`src/rtl/hazard_stall_ctrl.sv`:
```
// Pipeline sequencing controller: load-use bubbles, branch/jump flush, memory-miss freeze and watchdog.
// Optional macro HAZ_PERF_CNT_EN adds the Stall_Cycles / Flush_Count performance counters.
module hazard_stall_ctrl #(
  parameter int LU_BUBBLES  = 1,
  parameter int MEM_TIMEOUT = 255
) (
  input  logic       clk,
  input  logic       rst,
  input  logic [4:0] ID_Rs,
  input  logic [4:0] ID_Rt,
  input  logic       EX_Mem_Read,
  input  logic [4:0] EX_Rt,
  input  logic       Branch_Taken,
  input  logic       Jump,
  input  logic       Mem_Req,
  input  logic       Mem_Ready,
  output logic       PC_Write,
  output logic       IF_ID_Write,
  output logic       NoOp,
  output logic       IF_Flush,
  output logic       Freeze,
  output logic       Mem_Error
`ifdef HAZ_PERF_CNT_EN
  ,
  output logic [15:0] Stall_Cycles,
  output logic [15:0] Flush_Count
`endif
);

  localparam int WW = $clog2(MEM_TIMEOUT + 1);
  localparam logic [2:0]    BUB_INIT = 3'(LU_BUBBLES - 1);
  localparam logic [WW-1:0] WAIT_MAX = WW'(MEM_TIMEOUT);

  typedef enum logic [1:0] {RUN, LU_STALL, MEM_WAIT} state_t;

  state_t        state;
  logic [2:0]    bub_cnt;
  logic [WW-1:0] wait_cnt;
  logic          ret_lu;
  logic          lu;
  logic          miss;

  assign lu   = EX_Mem_Read && (EX_Rt != 5'd0) && ((EX_Rt == ID_Rs) || (EX_Rt == ID_Rt));
  assign miss = Mem_Req && !Mem_Ready;

  // Outputs follow priority: rst > miss/MEM_WAIT > load-use stall > flush > normal.
  always_comb begin
    PC_Write    = 1'b1;
    IF_ID_Write = 1'b1;
    NoOp        = 1'b0;
    IF_Flush    = 1'b0;
    Freeze      = 1'b0;
    if (rst) begin
      PC_Write    = 1'b0;
      IF_ID_Write = 1'b0;
      NoOp        = 1'b1;
    end else begin
      unique case (state)
        RUN: begin
          if (miss) begin
            Freeze      = 1'b1;
            PC_Write    = 1'b0;
            IF_ID_Write = 1'b0;
          end else if (lu) begin
            PC_Write    = 1'b0;
            IF_ID_Write = 1'b0;
            NoOp        = 1'b1;
          end else if (Branch_Taken || Jump) begin
            IF_Flush = 1'b1;
          end
        end
        LU_STALL: begin
          PC_Write    = 1'b0;
          IF_ID_Write = 1'b0;
          if (miss) Freeze = 1'b1;
          else      NoOp   = 1'b1;
        end
        MEM_WAIT: begin
          // The ready cycle releases the freeze and lets the pipeline advance.
          if (!Mem_Ready) begin
            Freeze      = 1'b1;
            PC_Write    = 1'b0;
            IF_ID_Write = 1'b0;
          end
        end
        default: ;
      endcase
    end
  end

  always_ff @(posedge clk) begin
    if (rst) begin
      state     <= RUN;
      bub_cnt   <= 3'd0;
      wait_cnt  <= '0;
      ret_lu    <= 1'b0;
      Mem_Error <= 1'b0;
    end else begin
      unique case (state)
        RUN: begin
          if (miss) begin
            state    <= MEM_WAIT;
            wait_cnt <= WW'(1);
            ret_lu   <= 1'b0;
          end else if (lu && (LU_BUBBLES > 1)) begin
            state   <= LU_STALL;
            bub_cnt <= BUB_INIT;
          end
        end
        LU_STALL: begin
          if (miss) begin
            state    <= MEM_WAIT;
            wait_cnt <= WW'(1);
            ret_lu   <= 1'b1;
          end else begin
            bub_cnt <= bub_cnt - 3'd1;
            if (bub_cnt <= 3'd1) state <= RUN;
          end
        end
        MEM_WAIT: begin
          if (Mem_Ready) begin
            wait_cnt <= '0;
            state    <= (ret_lu && (bub_cnt != 3'd0)) ? LU_STALL : RUN;
          end else if (wait_cnt == WAIT_MAX) begin
            // Memory never answered: give up on the access and the pending stall.
            Mem_Error <= 1'b1;
            state     <= RUN;
            wait_cnt  <= '0;
            bub_cnt   <= 3'd0;
          end else begin
            wait_cnt <= wait_cnt + WW'(1);
          end
        end
        default: state <= RUN;
      endcase
    end
  end

`ifdef HAZ_PERF_CNT_EN
  always_ff @(posedge clk) begin
    if (rst) begin
      Stall_Cycles <= 16'd0;
      Flush_Count  <= 16'd0;
    end else begin
      if ((NoOp || Freeze) && (Stall_Cycles != 16'hFFFF)) Stall_Cycles <= Stall_Cycles + 16'd1;
      if (IF_Flush && (Flush_Count != 16'hFFFF))          Flush_Count  <= Flush_Count + 16'd1;
    end
  end
`endif

endmodule
```
`config.mk`:
```
export PLATFORM = sky130hd
export DESIGN_NAME = hazard_stall_ctrl
export DESIGN_NICKNAME = d
export VERILOG_FILES = /design/src/rtl/hazard_stall_ctrl.sv
export SDC_FILE = /design/constraint.sdc
export NUM_CORES = 1
export LEC_CHECK = 0
export BUFFER_PORTS_ARGS = -buffer_cell sky130_fd_sc_hd__buf_4
export CORE_MARGIN = 3
export CORE_UTILIZATION = 46
export DETAILED_ROUTE_END_ITERATION = 6
export PLACE_DENSITY = 0.74
export SYNTH_ARGS = -nofsm -noshare
export SYNTH_HDL_FRONTEND = slang
export SYNTH_SLANG_ARGS = --single-unit
```
`constraint.sdc`:
```
create_clock -name clk -period 2 [get_ports clk]
set_clock_uncertainty 0.2 [all_clocks]
set_input_delay 0.4 -clock clk [delete_from_list [all_inputs] [get_ports clk]]
set_output_delay 0.4 -clock clk [all_outputs]
set_load 0.01 [all_outputs]
```
==> results of run 1 <==
per-layer routing:
metal | share of wire | vias up | track usage
met2 | 0.52 | 26 | 0.353
met1 | 0.43 | 476 | 0.247
met5 | 0 | - | 0
met4 | 0.0038 | 0 | 0.0638
li1 | - | 520 | -
met3 | 0.050 | 2 | 0.0338
cells in the final DEF, fill, tap and decap left out, drive strengths merged, types with 2 or more instances in the layout:
cell type	count
a21o	2
or4	2
o21ai	7
nand3	5
buf	39
nor3	3
dfxtp	15
a21oi	11
nor2	10
a211oi	5
ha	4
nand2b	3
nand3b	2
nor3b	3
inv	6
nand2	9
xnor2	15
clkbuf	3
repair_timing:
item | 4_1_cts | 5_1_grt
endpoints found under the hold margin | 0 | 0
pin swaps | 2 | 4
gates resized for setup | 8 | 3
cloned | 0 | 0
setup endpoints to repair | 5 | 6
setup buffers | 1 | 1
cell families (layout without fill, tap and decap cells):
logic type,Yosys count,in the layout,synth area share
fa+ha+maj,4,4,0.0487
buf+inv,12,49,0.0646
compound gates,34,34,0.223
xor+xnor,15,15,0.128
simple gates,43,43,0.234
mux,1,1,0.00974
flops,15,15,0.292
critical path, cell delays in order:
cell and delay [ns]:
buf_6 0.09, or4_4 0.53, o21a_1 0.20, a311o_1 0.27, buf_4 0.14
stage by stage:
stage / cells / hold WS (ns) / TNS [ns] / power [mW]
2_1_floorplan: 124 / 0.259 / 0 / 0.389
3_3_place_gp: 182 / 0.235 / -0.608 / 0.454
3_5_place_dp: 182 / 0.245 / -0.736 / 0.457
4_1_cts: 187 / 0.203 / -0.924 / 0.643
5_1_grt: 188 / 0.208 / -1.06 / 0.678
6_report: 188 / 0.213 / -0.795 / 0.642
flip-flops by register name, summed over array words and instances, names as in the netlist:
name and count:
Mem_Error 1, wait_cnt 8, ret_lu 1, bub_cnt 3, state 2
area by class of cell:
cell class              count  area (µm²)  share of cell area
clock buffers               3        22.5              0.0162
clock inverters             1        5.00             0.00360
well taps                  27        33.8              0.0243
multi-input cells          97         701               0.504
inverters                   6        22.5              0.0162
flip-flops and latches     15         303               0.218
repair buffers             39         304               0.219
worst paths after layout:
kind | end | cells after the start
setup / recovery | NoOp | 5
hold / removal | state[1]$_SDFFE_PP0P_ | 3
setup reg to reg | wait_cnt[7]$_SDFFE_PP0P_ | 4
hold reg to reg | Mem_Error$_SDFFE_PP0P_ | 2
power by group through the flow:
stage          sequential, mW  clock (mW)  combinational [mW]
4_1_cts                 0.307       0.184               0.152
5_1_grt                 0.308       0.199               0.171
3_3_place_gp            0.313           0               0.140
2_1_floorplan           0.310           0              0.0786
6_report                0.307       0.177               0.158
3_5_place_dp            0.313           0               0.144
==> flow_metrics.py, run 1 <==
metrics = {
    "outcome": {
        "outcome": "finished with violations",
        "violations": "setup timing",
    },
    "power_and_ir_drop": {
        "p_switching_mw": 0.179,
        "clkPwrFrac": 0.276,
        "p_leak_nw": 0.538,
        "p_seq_frac": 0.479,
        "power_frac_comb": 0.246,
        "swShare": 0.279,
        "ir_drop_uv": 371,
        "p_int_mw": 0.463,
        "powerDensity_nw_per_um2": 461,
    },
    "detailed_routing": {
        "ant_nets": 0,
        "wl_per_cell_um": 13.8,
        "drc": 0,
        "via_per_inst": 5.45,
        "firstDrtPassIters": 4,
        "wl_mm": 2.60,
        "initialDrtViolationCount": 29,
        "vias": 1024,
    },
    "placed_design": {
        "place.gp.congestion": 0.849,
        "portBuffers": 27,
        "dp_hpwl_mm": 1.93,
        "pre_cts_slack_ns": -0.242,
        "postPlaceCellArea_um2": 1310,
    },
    "setup_path": {
        "rr_startpoint": "state[1]$_SDFFE_PP0P_",
        "critical_path_arrival_ns": 1.64,
        "setup.worst_path.start": "EX_Rt[1]",
        "end_kind": "primary output",
        "crit_type": "in2out",
        "start_kind": "input pin",
        "cp.required_ns": 1.40,
        "cp_max_fo": 2,
        "r2r_setup_slack_ns": 0.15,
    },
    "clocking": {
        "cts_tree": "built",
        "hold_buffers": 0,
        "cts_root_buf": "clkbuf_4",
        "clkSinkCount": 15,
        "clk_pin_slew_ns": 0.10,
        "cts_inserted_buffers": 3,
        "clk_latency_ns": 0.29,
        "htreeDepth": 1,
        "clk_path_buf_depth": 2,
    },
    "timing": {
        "fin_ws_ns": -0.240,
        "setup_viol": 5,
        "hold_viol": 0,
        "finalMaxSlewViolations": 0,
        "maxSlewHeadroom": 0.736,
        "tightestPinTransition_ns": 0.395,
        "fin_crit_ns": 2.24,
        "grt_setup_unrepaired": "yes",
        "max_freq_ghz": 0.446,
        "min_period_over_period": 1.12,
    },
    "global_route": {
        "grt_overflow": 0,
        "grt_pass1_wl_mm": 4.20,
        "grt_pass1_vias": 972,
        "grt_max_degree": 14,
        "grt_usage": 0.202,
        "antenna_found_initial": 0,
    },
    "yosys": {
        "ys.flop_type": "dfxtp_1",
        "yosysSeqAreaShare": 0.292,
        "syn-num-nets": 150,
        "synth_top_area_frac": 0.292,
        "synth.area.top_cells": "dfxtp_1, xnor2_1, a21oi_1",
        "synth_commonest_cells": "dfxtp_1, xnor2_1, a21oi_1, nor2_1, nand2_1",
        "netlist_area_um2": 1030,
        "synth_cells": 124,
        "ys_async_sr_fraction": 0,
        "ys_types": 40,
        "synth_edf_count": 0,
        "yosysWarnings": 0,
        "syn_area_per_cell_um2": 8.28,
        "yosys.area.top_type": "dfxtp_1",
        "ys_seq_elements": 15,
    },
    "finish": {
        "postLayoutCellArea_um2": 1390,
        "diodes": 0,
        "syn_to_final_growth_pct": 35.4,
        "drive_above_1_share": 0.373,
        "final_util": 0.681,
        "nets": 188,
        "fillers": 176,
    },
    "floorplan": {
        "start_util": 0.503,
        "die_w_um": 53.3,
        "core_region_area_um2": 2040,
        "pin_count": 28,
        "rows": 16,
        "die_y_um": 53.3,
        "die_area_um2": 2840,
    },
    "worst_hold_path": {
        "hold_class": "in2reg",
        "min_from": "Mem_Req",
    },
    "job": {
        "maxCapViolations": 0,
    },
}
No activity file was read; power rests on OpenSTA's default activity.
==> run 2: changes to the inputs <==
ABC_AREA = 1   (was unset)
==> run 2 against run 1 <==
Compared with the run above: critical endpoint is now Freeze; sequential share of layout area rose by 0.91 points; sequential power about the same; maximum frequency rose by 17%; hold slack lost 0.040 ns; area after synthesis grew 3.7%; global-route usage fell by 2.3 points; cell area is 4.4% lower; sequential cell count unchanged; the flow now finishes without violations; critical path depth rose by 1; utilization is 4.3 points lower; final cell count increased by 23%; clock-buffer cell count did not move.
==> flow_metrics.py, run 2 <==
metrics = {
    "clocking": {
        "clk_pin_slew_ns": 0.09,
        "htreeDepth": 1,
        "cts_inserted_buffers": 3,
        "clkSinkCount": 15,
        "cts_tree": "built",
        "clk_latency_ns": 0.29,
        "clk_path_buf_depth": 2,
        "cts_root_buf": "clkbuf_4",
    },
    "power_and_ir_drop": {
        "powerDensity_nw_per_um2": 465,
        "total_power_mw": 0.618,
        "ir_drop_uv": 376,
        "p_leak_nw": 0.677,
    },
    "detailed_routing": {
        "initialDrtViolationCount": 19,
        "via_per_inst": 4.87,
        "wl_mm": 2.42,
        "drc": 0,
        "firstDrtPassIters": 5,
        "ant_nets": 0,
        "wl_per_cell_um": 10.5,
        "vias": 1125,
    },
    "yosys": {
        "synth_cells": 175,
        "yosys.area.top_type": "dfxtp_1",
        "ys_types": 23,
        "yosysSeqAreaShare": 0.282,
        "synth.area.top_cells": "dfxtp_1, nand2_1, inv_1",
        "synth_edf_count": 0,
        "ys_seq_elements": 15,
        "synth_top_area_frac": 0.282,
        "netlist_area_um2": 1060,
        "synth.most_common_cell": "nand2_1",
        "ys_async_sr_fraction": 0,
        "synth_commonest_cells": "nand2_1, inv_1, nor2_1, dfxtp_1, a21oi_1",
        "ys.flop_type": "dfxtp_1",
        "syn_area_per_cell_um2": 6.08,
        "syn-num-nets": 201,
        "yosysWarnings": 0,
    },
    "floorplan": {
        "die_w_um": 54.1,
        "die_y_um": 54.1,
        "rows": 16,
        "core_region_area_um2": 2080,
        "die_area_um2": 2930,
        "pin_count": 28,
        "start_util": 0.511,
    },
    "timing": {
        "tightestPinTransition_ns": 0.302,
        "setup_viol": 0,
        "maxSlewHeadroom": 0.798,
        "setup_tns_ns": 0,
        "hold_viol": 0,
        "fin_crit_ns": 1.91,
        "max_freq_ghz": 0.523,
        "finalMaxSlewViolations": 0,
        "grt_setup_unrepaired": "no",
        "min_period_over_period": 0.957,
    },
    "global_route": {
        "use_met1": 0.200,
        "grt_pass1_wl_mm": 3.87,
        "grt.busiest_layer": "met2",
        "grt_overflow": 0,
        "grt_max_degree": 14,
        "grt.met3_usage": 0.0194,
        "antenna_found_initial": 0,
        "grt_pass1_vias": 988,
        "met2_usage": 0.339,
        "grt_usage": 0.179,
    },
    "finish": {
        "reg_top3": "wait_cnt x8, bub_cnt x3, state x2",
        "largest_register_ff_count": 8,
        "nets": 231,
        "final_cell_mix": "nand2_1, inv_1, buf_4, nor2_1",
        "drive_above_1_share": 0.235,
        "final_util": 0.639,
        "syn_to_final_growth_pct": 24.9,
        "final_common_cell": "nand2_1",
        "diodes": 0,
        "largest-register": "wait_cnt",
        "postLayoutCellArea_um2": 1330,
    },
    "placed_design": {
        "place.gp.congestion": 0.770,
        "portBuffers": 27,
        "dp_hpwl_mm": 1.95,
        "postPlaceCellArea_um2": 1290,
    },
    "setup_path": {
        "cp_max_fo": 7,
        "crit_type": "reg2out",
        "start_kind": "flip-flop",
        "cp.required_ns": 1.40,
        "end_kind": "primary output",
        "critical_path_arrival_ns": 1.31,
    },
    "job": {
        "maxCapViolations": 0,
    },
    "outcome": {
        "outcome": "complete, no violations",
    },
    "worst_hold_path": {
        "hold_class": "in2reg",
    },
}
==> run 2: changes by cell type in the layout (fill, tap and decap cells not counted), moves of 9 or more <==
cell     previous run  this run
nand2_1             9        45
inv_1               6        30
xnor2_1            15         3
nor2_1             10        20
buf_4              36        27
==> run 2: cells by family after synthesis <==
family | Yosys count | synth area share
buffers and inverters | 35 | 0.127
DFF | 15 | 0.282
adders and majority gates | 4 | 0.0470
xor gates and xnor gates | 4 | 0.0329
AOI/OAI and AO/OA | 21 | 0.0987
and+or+nand+nor | 96 | 0.412
==> run 2: worst max-delay path: stages (launching register included) <==
cell and delay, ns:
dfxtp_1 0.34, inv_2 0.09, nand2_4 0.09, nor2_4 0.15, inv_1 0.08, a21oi_1 0.14, buf_4 0.14
==> run 2: stage by stage <==
stage | hold WS, ns | setup WS, ns | cells
after floorplan | 0.240 | 0.193 | 175
after global placement | 0.249 | 0.111 | 227
after detailed placement | 0.263 | 0.0571 | 227
after CTS | 0.171 | 0.00601 | 231
after global routing | 0.185 | 0.00111 | 231
final | 0.172 | 0.0865 | 231
==> run 2: what timing repair did <==
item | in CTS | in global routing
buffers inserted | 0 | 0
hold buffers | 0 | 0
pin swaps | 0 | 0
resized for setup | 1 | 5
setup endpoints to repair | 1 | 3
==> run 2: report_power, final <==
| part | internal, mW | switching [mW] | total (mW) |
|---|---|---|---|
| registers | 0.302 | 0.00425 | 0.306 |
| clock network | 0.0744 | 0.0998 | 0.174 |
| logic | 0.0639 | 0.0736 | 0.138 |
| total | 0.440 | 0.178 | 0.618 |
==> run 2: layout make-up <==
| type | instances | area, µm² |
|---|---|---|
| multi-input combinational | 125 | 641 |
| clock buffer | 3 | 22.5 |
| tap | 27 | 33.8 |
| inverter | 33 | 124 |
| fill | 200 | 752 |
| timing repair buffer | 27 | 203 |
| sequential | 15 | 302 |
| clock inverter | 1 | 5.00 |
==> run 2: metal layers <==
layer / vias to the layer above / wire length (µm)
li1: 597 / -
met4: 0 / 36
met3: 5 / 164
met5: - / 0
met2: 35 / 1180
met1: 488 / 1040
==> run 2: final timing paths <==
path	slack [ns]	startpoint	to	cells after the start
max	0.09	state[0]$_SDFFE_PP0P_	Freeze	6
min	0.17	rst	wait_cnt[1]$_SDFFE_PP0P_	2
min reg2reg	0.28	bub_cnt[0]$_SDFFE_PP0P_	bub_cnt[0]$_SDFFE_PP0P_	2
max reg2reg	0.25	wait_cnt[0]$_SDFFE_PP0P_	bub_cnt[1]$_SDFFE_PP0P_	8
